### config.mk
export PLATFORM = sky130hd
export DESIGN_NAME = alu_seq_ctrl
export DESIGN_NICKNAME = d
export VERILOG_FILES = /design/src/rtl/alu_seq_ctrl.sv
export SDC_FILE = /design/constraint.sdc
export NUM_CORES = 1
export LEC_CHECK = 0
export ABC_AREA = 1
export CAP_MARGIN = 10
export CORE_AREA = 5 5 110 112
export DETAILED_ROUTE_END_ITERATION = 16
export DIE_AREA = 0 0 115 117
export GPL_ROUTABILITY_DRIVEN = 0
export PLACE_DENSITY = 0.77
export SLEW_MARGIN = 20
export SYNTH_ARGS = -nofsm -noshare
export SYNTH_HDL_FRONTEND = slang
export SYNTH_SLANG_ARGS = --single-unit
### constraint.sdc
create_clock -name clk -period 3.7 [get_ports clk]
set_clock_uncertainty 0.15 [all_clocks]
set_input_delay 1.11 -clock clk [delete_from_list [all_inputs] [get_ports clk]]
set_output_delay 1.11 -clock clk [all_outputs]
set_load 0.02 [all_outputs]
### src/rtl/alu_seq_ctrl.sv
// alu_seq_ctrl: 4-bit sequential calculator with a multiplexed 3-digit
// 7-segment readout.
//
// An operation is started from IDLE and walks IDLE -> CALC -> CONV -> DONE.
// CALC evaluates add/sub/mul/div in one cycle. CONV runs an 8-step
// shift-and-add-3 binary-to-BCD conversion. DONE publishes the new value to
// the display registers in a single cycle.
//
// A free-running scan rotates the digit select every SCAN_DIV cycles.
// The scan is independent of the FSM.
//
// Ports
//   clk        rising-edge clock
//   rst        asynchronous active-high reset
//   a, b       4-bit unsigned operands, latched when start is accepted
//   op         00 add, 01 subtract, 10 multiply, 11 divide
//   start      request, only sampled in IDLE (no queuing)
//   busy       operation in progress
//   done       one-cycle pulse when a new result reaches the display
//   result     magnitude of the last displayed result
//   neg, err   last result negative / last result was a division by zero
//   seg        active-high segments {g,f,e,d,c,b,a} of the selected digit
//   an         one-hot digit select: 001 units, 010 tens, 100 hundreds
//   state_dbg  current FSM state (IDLE=0, CALC=1, CONV=2, DONE=3)
//
// Handshake: start is a level sampled on a rising edge only while the FSM is
// in IDLE. Once accepted, further start pulses are dropped until done has
// pulsed and the FSM is back in IDLE.
module alu_seq_ctrl #(
  parameter int SCAN_DIV = 1000
) (
  input  logic       clk,
  input  logic       rst,
  input  logic [3:0] a,
  input  logic [3:0] b,
  input  logic [1:0] op,
  input  logic       start,
  output logic       busy,
  output logic       done,
  output logic [7:0] result,
  output logic       neg,
  output logic       err,
  output logic [6:0] seg,
  output logic [2:0] an,
  output logic [1:0] state_dbg
);

  typedef enum logic [1:0] {IDLE = 2'd0, CALC = 2'd1, CONV = 2'd2, DONE = 2'd3} state_t;

  localparam logic [15:0] SCAN_LAST = 16'(SCAN_DIV - 1);
  localparam logic [6:0]  SEG_BLANK = 7'b0000000;
  localparam logic [6:0]  SEG_MINUS = 7'b1000000;
  localparam logic [6:0]  SEG_E     = 7'b1111001;

  state_t      state;
  logic [3:0]  a_q, b_q;
  logic [1:0]  op_q;
  logic [7:0]  mag;          // magnitude kept for publishing in DONE
  logic [7:0]  shreg;        // binary bits still to be shifted into the BCD
  logic        neg_c, err_c; // flags of the operation in flight
  logic [11:0] bcd;          // {hundreds, tens, units}
  logic [2:0]  iter;
  logic [3:0]  disp_h, disp_t, disp_u;
  logic [15:0] scan_cnt;

  logic [7:0]  calc_mag;
  logic        calc_neg, calc_err;
  logic [11:0] bcd_adj;

  assign state_dbg = state;

  function automatic logic [3:0] add3(input logic [3:0] d);
    return (d >= 4'd5) ? d + 4'd3 : d;
  endfunction

  function automatic logic [6:0] seg_of(input logic [3:0] d);
    case (d)
      4'd0:    return 7'b0111111;
      4'd1:    return 7'b0000110;
      4'd2:    return 7'b1011011;
      4'd3:    return 7'b1001111;
      4'd4:    return 7'b1100110;
      4'd5:    return 7'b1101101;
      4'd6:    return 7'b1111101;
      4'd7:    return 7'b0000111;
      4'd8:    return 7'b1111111;
      4'd9:    return 7'b1101111;
      default: return SEG_BLANK;
    endcase
  endfunction

  // Arithmetic on the latched operands; consumed in CALC.
  always_comb begin
    calc_mag = 8'd0;
    calc_neg = 1'b0;
    calc_err = 1'b0;
    case (op_q)
      2'b00: calc_mag = {4'b0, a_q} + {4'b0, b_q};
      2'b01: begin
        if (a_q >= b_q) begin
          calc_mag = {4'b0, a_q - b_q};
        end else begin
          calc_mag = {4'b0, b_q - a_q};
          calc_neg = 1'b1;
        end
      end
      2'b10: calc_mag = {4'b0, a_q} * {4'b0, b_q};
      default: begin
        if (b_q == 4'd0) calc_err = 1'b1;
        else             calc_mag = {4'b0, a_q / b_q};
      end
    endcase
  end

  // Each BCD digit is corrected before the shift so it carries correctly.
  assign bcd_adj = {add3(bcd[11:8]), add3(bcd[7:4]), add3(bcd[3:0])};

  always_ff @(posedge clk or posedge rst) begin
    if (rst) begin
      state  <= IDLE;
      a_q    <= 4'd0;
      b_q    <= 4'd0;
      op_q   <= 2'd0;
      mag    <= 8'd0;
      shreg  <= 8'd0;
      neg_c  <= 1'b0;
      err_c  <= 1'b0;
      bcd    <= 12'd0;
      iter   <= 3'd0;
      busy   <= 1'b0;
      done   <= 1'b0;
      result <= 8'd0;
      neg    <= 1'b0;
      err    <= 1'b0;
      disp_h <= 4'd0;
      disp_t <= 4'd0;
      disp_u <= 4'd0;
    end else begin
      done <= 1'b0;
      case (state)
        IDLE: begin
          if (start) begin
            a_q   <= a;
            b_q   <= b;
            op_q  <= op;
            state <= CALC;
          end
        end
        CALC: begin
          mag   <= calc_mag;
          shreg <= calc_mag;
          neg_c <= calc_neg;
          err_c <= calc_err;
          bcd   <= 12'd0;
          iter  <= 3'd0;
          busy  <= 1'b1;
          state <= CONV;
        end
        CONV: begin
          bcd   <= {bcd_adj[10:0], shreg[7]};
          shreg <= {shreg[6:0], 1'b0};
          iter  <= iter + 3'd1;
          if (iter == 3'd7) state <= DONE;
        end
        DONE: begin
          // All display-facing registers change together, never piecemeal.
          disp_h <= bcd[11:8];
          disp_t <= bcd[7:4];
          disp_u <= bcd[3:0];
          result <= mag;
          neg    <= neg_c;
          err    <= err_c;
          done   <= 1'b1;
          busy   <= 1'b0;
          state  <= IDLE;
        end
        default: state <= IDLE;
      endcase
    end
  end

  // Digit scan prescaler, free running.
  always_ff @(posedge clk or posedge rst) begin
    if (rst) begin
      scan_cnt <= 16'd0;
      an       <= 3'b001;
    end else if (scan_cnt == SCAN_LAST) begin
      scan_cnt <= 16'd0;
      an       <= {an[1:0], an[2]};
    end else begin
      scan_cnt <= scan_cnt + 16'd1;
    end
  end

  // seg is decoded from the registered an, so the two never disagree.
  always_comb begin
    seg = SEG_BLANK;
    if (err) begin
      seg = SEG_E;
    end else begin
      case (an)
        3'b100:  seg = neg ? SEG_MINUS : ((disp_h == 4'd0) ? SEG_BLANK : seg_of(disp_h));
        3'b010:  seg = (disp_h == 4'd0 && disp_t == 4'd0) ? SEG_BLANK : seg_of(disp_t);
        default: seg = seg_of(disp_u);
      endcase
    end
  end

endmodule

After elaboration in Yosys (flattened, before gate mapping)
Memory sizes are Yosys's and may differ from the RTL's.
Index checks and enable logic that the tools add are counted.
- reduce and logical (&&, ||, !) cells: 11
- div/mod/pow operators: 1
- mux-type cells: 24
- order comparisons: 4
- $mul: 1
- add/sub/neg operators: 8
- equal/unequal tests: 11
- operators with widths (cell ; number):
    $mux 7 ; 4
    $pmux 12 s2 ; 1
    $pmux 8 s3 ; 1
    $add 16x1->16 const B ; 1
    $eq 16x10->1 const B ; 1
    $mux 16 ; 1
    $mux 4 ; 4
    $pmux 8 s2 ; 1
    $pmux 7 s2 ; 1
    $ge 4x3->1 const B ; 3
    $logic_not 4->1 ; 3
    $add 4x2->4 const B ; 2
    $mul 4x4->8 ; 1
    $pmux 2 s4 ; 1
    $sub 4x4->4 ; 2
    $eq 2x2->1 const B ; 3
    $eq 3x3->1 const B ; 2
    $pmux 3 s2 ; 1
    $add 4x4->5 ; 1
    $mux 1 ; 5
    $div 4x4->4 ; 1
    $eq 2x1->1 const B ; 2
    $ge 4x4->1 ; 1
    $logic_not 2->1 ; 2
    11 further kinds ; 15
- memories kept: 3
- output and inout port bits: 24
- bits of input ports: 13
- flip-flop bits (word level): 88
- logic and storage cells: 83
- memory bits (read-only): 336
- memories (memory ; depth ; bits a word ; read ports ; clocked after memory_dff ; wr ports ; line ; source):
    (no name shown) ; 16 ; 7 ; 1 ; 0 ; 0 ; 77 ; case (d)
    (no name shown) ; 16 ; 7 ; 1 ; 0 ; 0 ; 77 ;
    (no name shown) ; 16 ; 7 ; 1 ; 0 ; 0 ; 77 ;

Longest topological paths before layout
Gate-level depths: netlist of run 1.
- depth after elaboration: 5
- gate-level depth with buffers: 24
- gate-level depth less buffers: 24

Worst setup path before layout of run 1
No wires, ideal clock.
- path kind: flip-flop to flip-flop
- start: register b_q[0]
- end: register mag[0]
- stages on the path, launching flop included: 24
- setup time: 117 ps
- data arrival time: 3649 ps
- path slack: -216 ps
- period minus slack after synthesis: 3916 ps
- data required time: 3433 ps
- buffers on the path: 0
- cells stage by stage: dfrtp_1 -> inv_1 -> ha_1 -> nor2_1 -> nor2_1 -> o21ai_1 -> inv_1 -> ha_1 -> a21oi_1 -> a21oi_2 -> nor2_1 -> a21oi_1 -> ha_1 -> a21o_1 -> a21oi_1 -> xor2_1 -> or2_1 -> nand2_1 -> ha_1 -> a21oi_1 -> o211ai_1 -> a21o_1 -> nand2_1 -> nand2_1
- longest elaborated chain between the ends: 3
- elaborated cells between the ends (all ways): 10
- those cells by class: 3 x add/sub; 1 x mul; 1 x div; 1 x order compare; 3 x mux; 1 x reduce/logical
- ends and longest elaborated chain (item ; line ; source):
    start: declaration ; 56 ; logic [3:0] a_q, b_q;
    start signal: assignment ; 122 ; b_q <= 4'd0;
    start signal: assignment ; 144 ; b_q <= b;
    $div 4x4->4 (tied with other cells) ; 110 ; else calc_mag = {4'b0, a_q / b_q};
    $mux 4 (on tied branches) ; 109, 100 ;
    $pmux 8 s3 (*) ; 97 ; case (op_q)
    end signal: assignment ; 150 ; mag <= calc_mag;
    end: declaration ; 58 ; logic [7:0] mag;
Mark *: on every way between the ends. The rest lies on a longest branch, timed or not.
A chain may end at the register's enable or synchronous reset.

Worst setup path after layout of run 1
- start: register b_q[0]
- end: register shreg[0]
- longest elaborated chain between the ends: 4
- elaborated cells between the ends (all ways): 11
- those cells by class: 3 x add/sub; 1 x mul; 1 x div; 1 x order compare; 4 x mux; 1 x reduce/logical
- ends and longest elaborated chain (item ; line ; source):
    $div 4x4->4 (tied with other cells) ; 110 ;
    $mux 4 (on tied branches) ; 109, 100 ;
    $pmux 8 s3 (*) ; 97 ;
    $pmux 8 s2 (*) ; 140 ; case (state)
    end signal: assignment ; 151 ; shreg <= calc_mag;
    end signal: assignment ; 161 ; shreg <= {shreg[6:0], 1'b0};
    end: declaration ; 59 ; logic [7:0] shreg;
Marked as above.

==> run_results.csv, run 1 <==
group,metric,value,unit
synth,synth.distinct_cells,47,
synth,synth_area_per_cell,8.26,sq um
power,power.density,866,nW/um^2
sta,fmax,261,MHz
worst_setup_path,arrival,3.92,ns
route,vias_per_cell,5.34,
sta,slew_headroom,38.8,%
floorplan,start_util,53.2,%
cts,clkTransAtPathRegs,0.07,ns
route,firstDrtPassIters,4,
run_status,violations,"setup timing",
route,num_vias,4958,
worst_setup_path,crit_buf_inv,3,
grt,grt_pass1_vias,4987,
floorplan,io_pins,37,
synth,yosysTopAreaCell,"dfrtp_1",
cts,cts_num_sinks,88,
layout,fin_util,63.9,%
floorplan,die_y,117,microns
synth,synthTopCellsByArea,"dfrtp_1 37%, ha_1 15%, nand2_1 10%",
route,drtAntennaViolNets,0,
sta,finalSetupViolCount,2,
synth,synth_edf_count,0,
placement,portBuffers,36,
placement,placed_area,6600,sq um
worst_setup_path,critPathKind,"flop to flop",
synth,yosys_warnings,0,
cts,clockRootBuffer,"clkbuf_16",
synth,syn_inst,716,
sta,finalCritPeriodShare,104,%
route,dr_wl_met3,404,microns
synth,synth-seq-cells,88,
worst_setup_path,end_kind,"flop",
worst_setup_path,reg2reg_depth,23,
layout,final_area,7110,sq um
cts,holdBufCountCts,0,
hold_path,min_to,"scan_cnt[15]$_DFF_PP0_",
route,drtIter0Drc,243,
sta,setup_ws,-0.133,ns
synth,syn_nets,805,
sta,min_period,3.83,ns
floorplan,core,11100,sq um
worst_setup_path,critical_path.max_stage_delay,0.42,ns
cts,cts_tree,"yes",
worst_setup_path,worstPathCellList,"inv_4 -> ha_4 -> nor2_4 -> nor2_2 -> o21ai_1 -> inv_1 -> ha_4 -> a21oi_4 -> a21oi_4 -> buf_6 -> a21oi_4 -> ha_4 -> a21o_1 -> a21oi_2 -> xor2_1 -> or2_1 -> nand2_2 -> ha_4 -> a21oi_2 -> o211ai_1 -> a21o_1 -> nand2_1 -> nand2_1",
route,drc_errors,0,
synth,synth.most_common_cell,"nand2_1",
placement,hpwlAfterDp,9.76,mm
cts,htreeDepth,3,
worst_setup_path,cp_common_cell,"ha_4",
floorplan,rows,39,
grt,groute.usage.overall,20.6,%
route,wirelength,13.2,mm
grt,antenna_found_initial,0,
route,drt-met1-wl,5.77,mm
floorplan,dieWidth,115,microns
worst_setup_path,startpoint_type,"flop",
layout,syn_to_final_growth,20.3,%
synth,synth_common_cells,"159 x nand2_1, 101 x inv_1, 87 x dfrtp_1",
sta,final_max_slew_viol_count,0,
worst_setup_path,reg2reg_to,"shreg[0]$_DFFE_PP0P_",
cts,cts_buffers,9,
synth,ys.flop_type,"dfrtp_1",
layout,drive_gt1_share,17.2,%
layout,final_nets,869,
route,top_layer_used,"met4",
worst_setup_path,cp_slowest_cell,"dfrtp_2",
synth,yosysSeqAreaShare,37.3,%
layout,diodes,0,
power,power_leakage,3.48,nW
worst_setup_path,cp_max_fo,3,
cts,insertion_delay,0.34,ns
hold_path,worstHoldPathType,"flop to flop",
worst_setup_path,r2r-start,"b_q[0]$_DFFE_PP0P_",
synth,ys_async_sr_fraction,100,%
power,vdd_drop_max,0.00113,V
sta,finalHoldViolations,0,
worst_setup_path,required,3.79,ns
route,post_drt_wl_per_cell,14.3,microns
power,total_power,6.16,mW
route,wl_met2,6.72,mm
hold_path,hp-start,"scan_cnt[15]$_DFF_PP0_",
sta,rsz0062_at_grt,"true",
run_status,status,"finished, violations left",
cts,cts.path.max_buffers,2,
grt,grt-ovfl-total,0,
floorplan,dieArea,13500,sq um
flow_run,maxCapViolCount,0,
grt,grt_max_degree,52,
hold_path,hold-path-cell-count,1,
sta,worst_pin_slew,0.917,ns
synth,synth_top_area_share,36.8,%
worst_setup_path,r2r_slack,-0.13,ns
worst_setup_path,crit_family,"compound AO/OA/AOI/OAI gates",
grt,grt_pass1_wl,22.4,mm
synth,synthesis.area,5910,sq um
[routing by layer]
layer,vias to the layer above,track usage (%)
met5,-,0
met4,0,9.23
met3,30,2.52
met2,93,36.8
met1,2383,24.9
li1,2452,-
[logic make-up (layout without fill, tap and decap cells)]
family	Yosys count	in the layout	synth area share (%)
simple gates	281	281	21.5
buf+inv	125	194	8.23
fa+ha+maj	76	76	17.0
mux	10	10	1.88
xor+xnor	15	15	2.22
compound gates	121	121	11.9
flops	88	88	37.3
[per-stage QoR]
| stage | TNS [ns] | hold WS [ns] | setup WS [ns] | instances |
|---|---|---|---|---|
| 2_1_floorplan | -0.0639 | 0.293 | -0.0333 | 716 |
| 3_3_place_gp | -0.0600 | 0.308 | -0.0334 | 902 |
| 3_5_place_dp | -0.329 | 0.312 | -0.170 | 902 |
| 4_1_cts | -0.142 | 0.327 | -0.0737 | 924 |
| 5_1_grt | -0.604 | 0.350 | -0.308 | 928 |
| 6_report | -0.251 | 0.330 | -0.133 | 928 |
[power breakdown]
group	switching, mW	leakage (nW)	total [mW]	internal [mW]
Clock	0.405	0.133	0.887	0.482
Sequential	0.164	1.15	1.34	1.17
Combinational	2.29	2.20	3.94	1.65
Total	2.86	3.48	6.16	3.30
[sequential cells by signal, summed over array words and instances, names as in the netlist, 2 cells and up]
name       flops
disp_t         4
b_q            4
bcd           12
a_q            4
iter           3
mag            8
result         8
state_dbg      2
disp_h         4
shreg          8
an             3
op_q           2
scan_cnt      16
disp_u         4
[how the worst max path moves through the flow]
stage,from,to,slack [ns],cells past startpoint
after detailed placement,b_q[0]$_DFFE_PP0P_,shreg[0]$_DFFE_PP0P_,-0.17,23
after global routing,b_q[0]$_DFFE_PP0P_,shreg[0]$_DFFE_PP0P_,-0.31,23
after global placement,b_q[0]$_DFFE_PP0P_,mag[0]$_DFFE_PP0P_,-0.03,23
final,b_q[0]$_DFFE_PP0P_,shreg[0]$_DFFE_PP0P_,-0.13,23
after floorplan,b_q[0]$_DFFE_PP0P_,mag[0]$_DFFE_PP0P_,-0.03,23
after CTS,b_q[0]$_DFFE_PP0P_,shreg[0]$_DFFE_PP0P_,-0.07,24
[cells in the final DEF (no fill, tap or decap), types with 7 or more instances in the layout]
cell type and instances:
dfrtp_1 86, buf_4 25, a21oi_2 9, inv_1 96, nand3_2 7, clkbuf_16 9, clkdlybuf4s50_1 30, nand2_2 8
a21oi_1 30, o22ai_1 9, nor2_2 10, ha_1 63, inv_2 15, o21ai_0 42, mux2_2 9, nand4_1 10
nor2_1 31, o21ai_1 8, nand2_1 155, fa_1 7, or2_2 8, nand3_1 36, xor2_1 11
[area by class of cell]
cell class                      instances  area (sq um)
Clock inverter                          6          51.3
Tap cell                              143           179
Fill cell                             929          4010
Timing Repair Buffer                   65           613
Clock buffer                           10           239
Multi-Input combinational cell        503          3400
Inverter                              113           430
Sequential cell                        88          2200
[timing repair]
item | 4_1_cts | 5_1_grt
resized for setup | 12 | 22
setup buffers | 6 | 4
endpoints found under the setup margin | 4 | 7
pin swaps | 7 | 14
gates cloned | 0 | 0
Power figures use the tool's default switching activity.
==> inputs of run 2 (changes only) <==
SLEW_MARGIN = not set   (was 20)
==> results of run 2 <==
The final DEF is identical to that of run 1; final timing and power are the same.
==> inputs of run 3 (changes only) <==
CORE_AREA = 5 5 106 108   (was 5 5 110 112)
DIE_AREA = 0 0 111 113   (was 0 0 115 117)
PLACE_DENSITY = 0.79   (was 0.77)
clock period = 4.1 ns   (was 3.7 ns; I/O delays follow)
==> run 3 against run 2 <==
Net effect:
- the flow now finishes without violations
- maximum frequency fell by 5.2%
- die area is 6.8% lower
- critical path depth rose by 1
- power is 18% lower
- flip-flop and latch count unchanged
- first-iteration DRC count is 49% higher
- worst hold slack better by 0.0042 ns
==> run_results.csv, run 3 (synthesis results as in run 1) <==
group,metric,value,unit
run_status,status,"complete, no violations",
cts,cts.path.max_buffers,2,
sta,finalCritPeriodShare,98.7,%
layout,final_cell_mix,"159 x nand2_1, 97 x inv_1, 86 x dfrtp_1, 65 x ha_1, 42 x o21ai_0",
cts,cts_buffers,9,
hold_path,hold-path-cell-count,1,
placement,hpwlAfterDp,9.53,mm
worst_setup_path,cp_max_fo,6,
floorplan,dieWidth,111,microns
worst_setup_path,required,4.23,ns
floorplan,die_y,113,microns
placement,place_ws,0.0493,ns
layout,fin_util,67.0,%
grt,groute.usage.overall,20.6,%
grt,grt_max_degree,70,
sta,setup_tns,0,ns
hold_path,min_to,"scan_cnt[15]$_DFF_PP0_",
placement,portBuffers,36,
sta,slew_headroom,31.9,%
sta,min_period,4.04,ns
layout,final_nets,851,
layout,largest_reg_flops,16,
layout,reg.largest.list,"scan_cnt: 16 flops, bcd: 12 flops",
worst_setup_path,startpoint_type,"flop",
floorplan,core,10100,sq um
route,wirelength,12.9,mm
cts,clockRootBuffer,"clkbuf_8",
worst_setup_path,worstPathCellList,"inv_2 -> ha_4 -> nor2_2 -> nor2_2 -> o21ai_2 -> inv_2 -> ha_4 -> a21oi_1 -> a21oi_2 -> nor2_1 -> a21oi_2 -> ha_4 -> buf_4 -> nand4_1 -> nand3_2 -> inv_2 -> or2_1 -> nand2_1 -> ha_4 -> a21oi_2 -> o211ai_1 -> a21o_1 -> nand2_1 -> nand2_1",
floorplan,dieArea,12500,sq um
sta,fmax,247,MHz
worst_setup_path,reg2reg_depth,24,
power,power_leakage,3.34,nW
layout,nFillCells,839,
sta,final_max_slew_viol_count,0,
cts,clkTransAtPathRegs,0.10,ns
cts,holdBufCountCts,0,
route,drc_errors,0,
sta,setup_ws,0.0553,ns
grt,grt_pass1_wl,21.3,mm
route,drtAntennaViolNets,0,
route,firstDrtPassIters,4,
floorplan,start_util,58.3,%
worst_setup_path,r2r_slack,0.06,ns
sta,hold_slack,0.335,ns
sta,finalSetupViolCount,0,
floorplan,rows,37,
grt,grt_pass1_vias,4704,
worst_setup_path,cp_common_cell,"ha_4",
cts,insertion_delay,0.38,ns
layout,final_common_cell,"nand2_1",
hold_path,worstHoldPathType,"flop to flop",
route,post_drt_wl_per_cell,14.2,microns
worst_setup_path,arrival,4.18,ns
layout,final_area,6790,sq um
layout,diodes,0,
worst_setup_path,critPathKind,"flop to flop",
placement,placed_area,6450,sq um
grt,antenna_found_initial,0,
cts,htreeDepth,3,
power,power.density,748,nW/um^2
layout,drive_gt1_share,14.2,%
grt,grt-ovfl-total,0,
worst_setup_path,critical_path.max_stage_delay,0.40,ns
route,drtIter0Drc,363,
route,num_vias,4874,
cts,cts_tree,"yes",
layout,regMostFlops,"scan_cnt",
cts,cts_num_sinks,88,
worst_setup_path,r2r-start,"b_q[0]$_DFFE_PP0P_",
hold_path,hp-start,"scan_cnt[15]$_DFF_PP0_",
flow_run,maxCapViolCount,0,
power,vdd_drop_max,0.000840,V
sta,worst_pin_slew,1.02,ns
worst_setup_path,cp_slowest_cell,"dfrtp_1",
sta,finalHoldViolations,0,
worst_setup_path,reg2reg_to,"mag[0]$_DFFE_PP0P_",
layout,syn_to_final_growth,14.8,%
worst_setup_path,end_kind,"flop",
route,vias_per_cell,5.40,
floorplan,io_pins,37,
==> run 3: cell types whose count changed in the layout (fill, tap and decap cells not counted), moves of 4 or more <==
cell / previous run / this run
dlymetal6s2s_1: 5 / 0
clkbuf_16: 9 / 0
clkdlybuf4s50_1: 30 / 36
buf_4: 25 / 10
nand2_1: 155 / 159
clkbuf_8: 1 / 9
nand2_2: 8 / 4
==> run 3: per-layer routing <==
layer  vias up  share of wire (%)  wire length (microns)  GRT usage (%)
met5         -                  0                      0              0
met4         0                2.7                    350           8.95
met3        32                4.5                    574           5.72
met2       120                 49                   6270           33.7
met1      2307                 44                   5660           25.6
li1       2415                  -                      -              -
==> run 3: worst max path at each step <==
stage,from,endpoint,slack (ns),cells past startpoint
detailed placement,b_q[0]$_DFFE_PP0P_,mag[0]$_DFFE_PP0P_,0.05,24
CTS,b_q[0]$_DFFE_PP0P_,mag[0]$_DFFE_PP0P_,0.01,23
global route,b_q[3]$_DFFE_PP0P_,mag[0]$_DFFE_PP0P_,-0.16,24
floorplan,b_q[0]$_DFFE_PP0P_,mag[0]$_DFFE_PP0P_,0.18,23
global placement,a_q[3]$_DFFE_PP0P_,mag[0]$_DFFE_PP0P_,0.28,22
finish,b_q[0]$_DFFE_PP0P_,mag[0]$_DFFE_PP0P_,0.06,24
==> run 3: cell type report <==
type | count | area [sq um] | area share (%)
timing repair buffer | 47 | 455 | 6.71
inverter | 113 | 428 | 6.30
multi-input combinational | 503 | 3320 | 48.9
clock buffer | 9 | 124 | 1.82
clock inverter | 7 | 83.8 | 1.24
tap | 136 | 170 | 2.51
sequential | 88 | 2200 | 32.5
==> run 3: metrics by stage <==
stage / cells / total power [mW]
after global placement: 883 / 4.08
after CTS: 899 / 4.87
after detailed placement: 883 / 4.20
after global routing: 903 / 5.56
final: 903 / 5.08
after floorplan: 716 / 3.41
==> run 3: what timing repair did <==
action / 4_1_cts / 5_1_grt
endpoints found under the setup margin: 1 / 3
pin swaps: 1 / 11
buffers inserted: 0 / 4
resized for setup: 1 / 21
==> run 3: power by group <==
| part | switching [mW] | internal, mW |
|---|---|---|
| clock network | 0.349 | 0.293 |
| logic | 1.91 | 1.30 |
| registers | 0.171 | 1.06 |
==> run 3: critical path, delay by kind of cell (launching register included) <==
| kind | cells | cell delay (ns) |
|---|---|---|
| flops | 1 | 0.40 |
| simple gates | 9 | 1.03 |
| buf+inv | 4 | 0.34 |
| fa+ha+maj | 4 | 0.89 |
| compound gates | 7 | 1.14 |
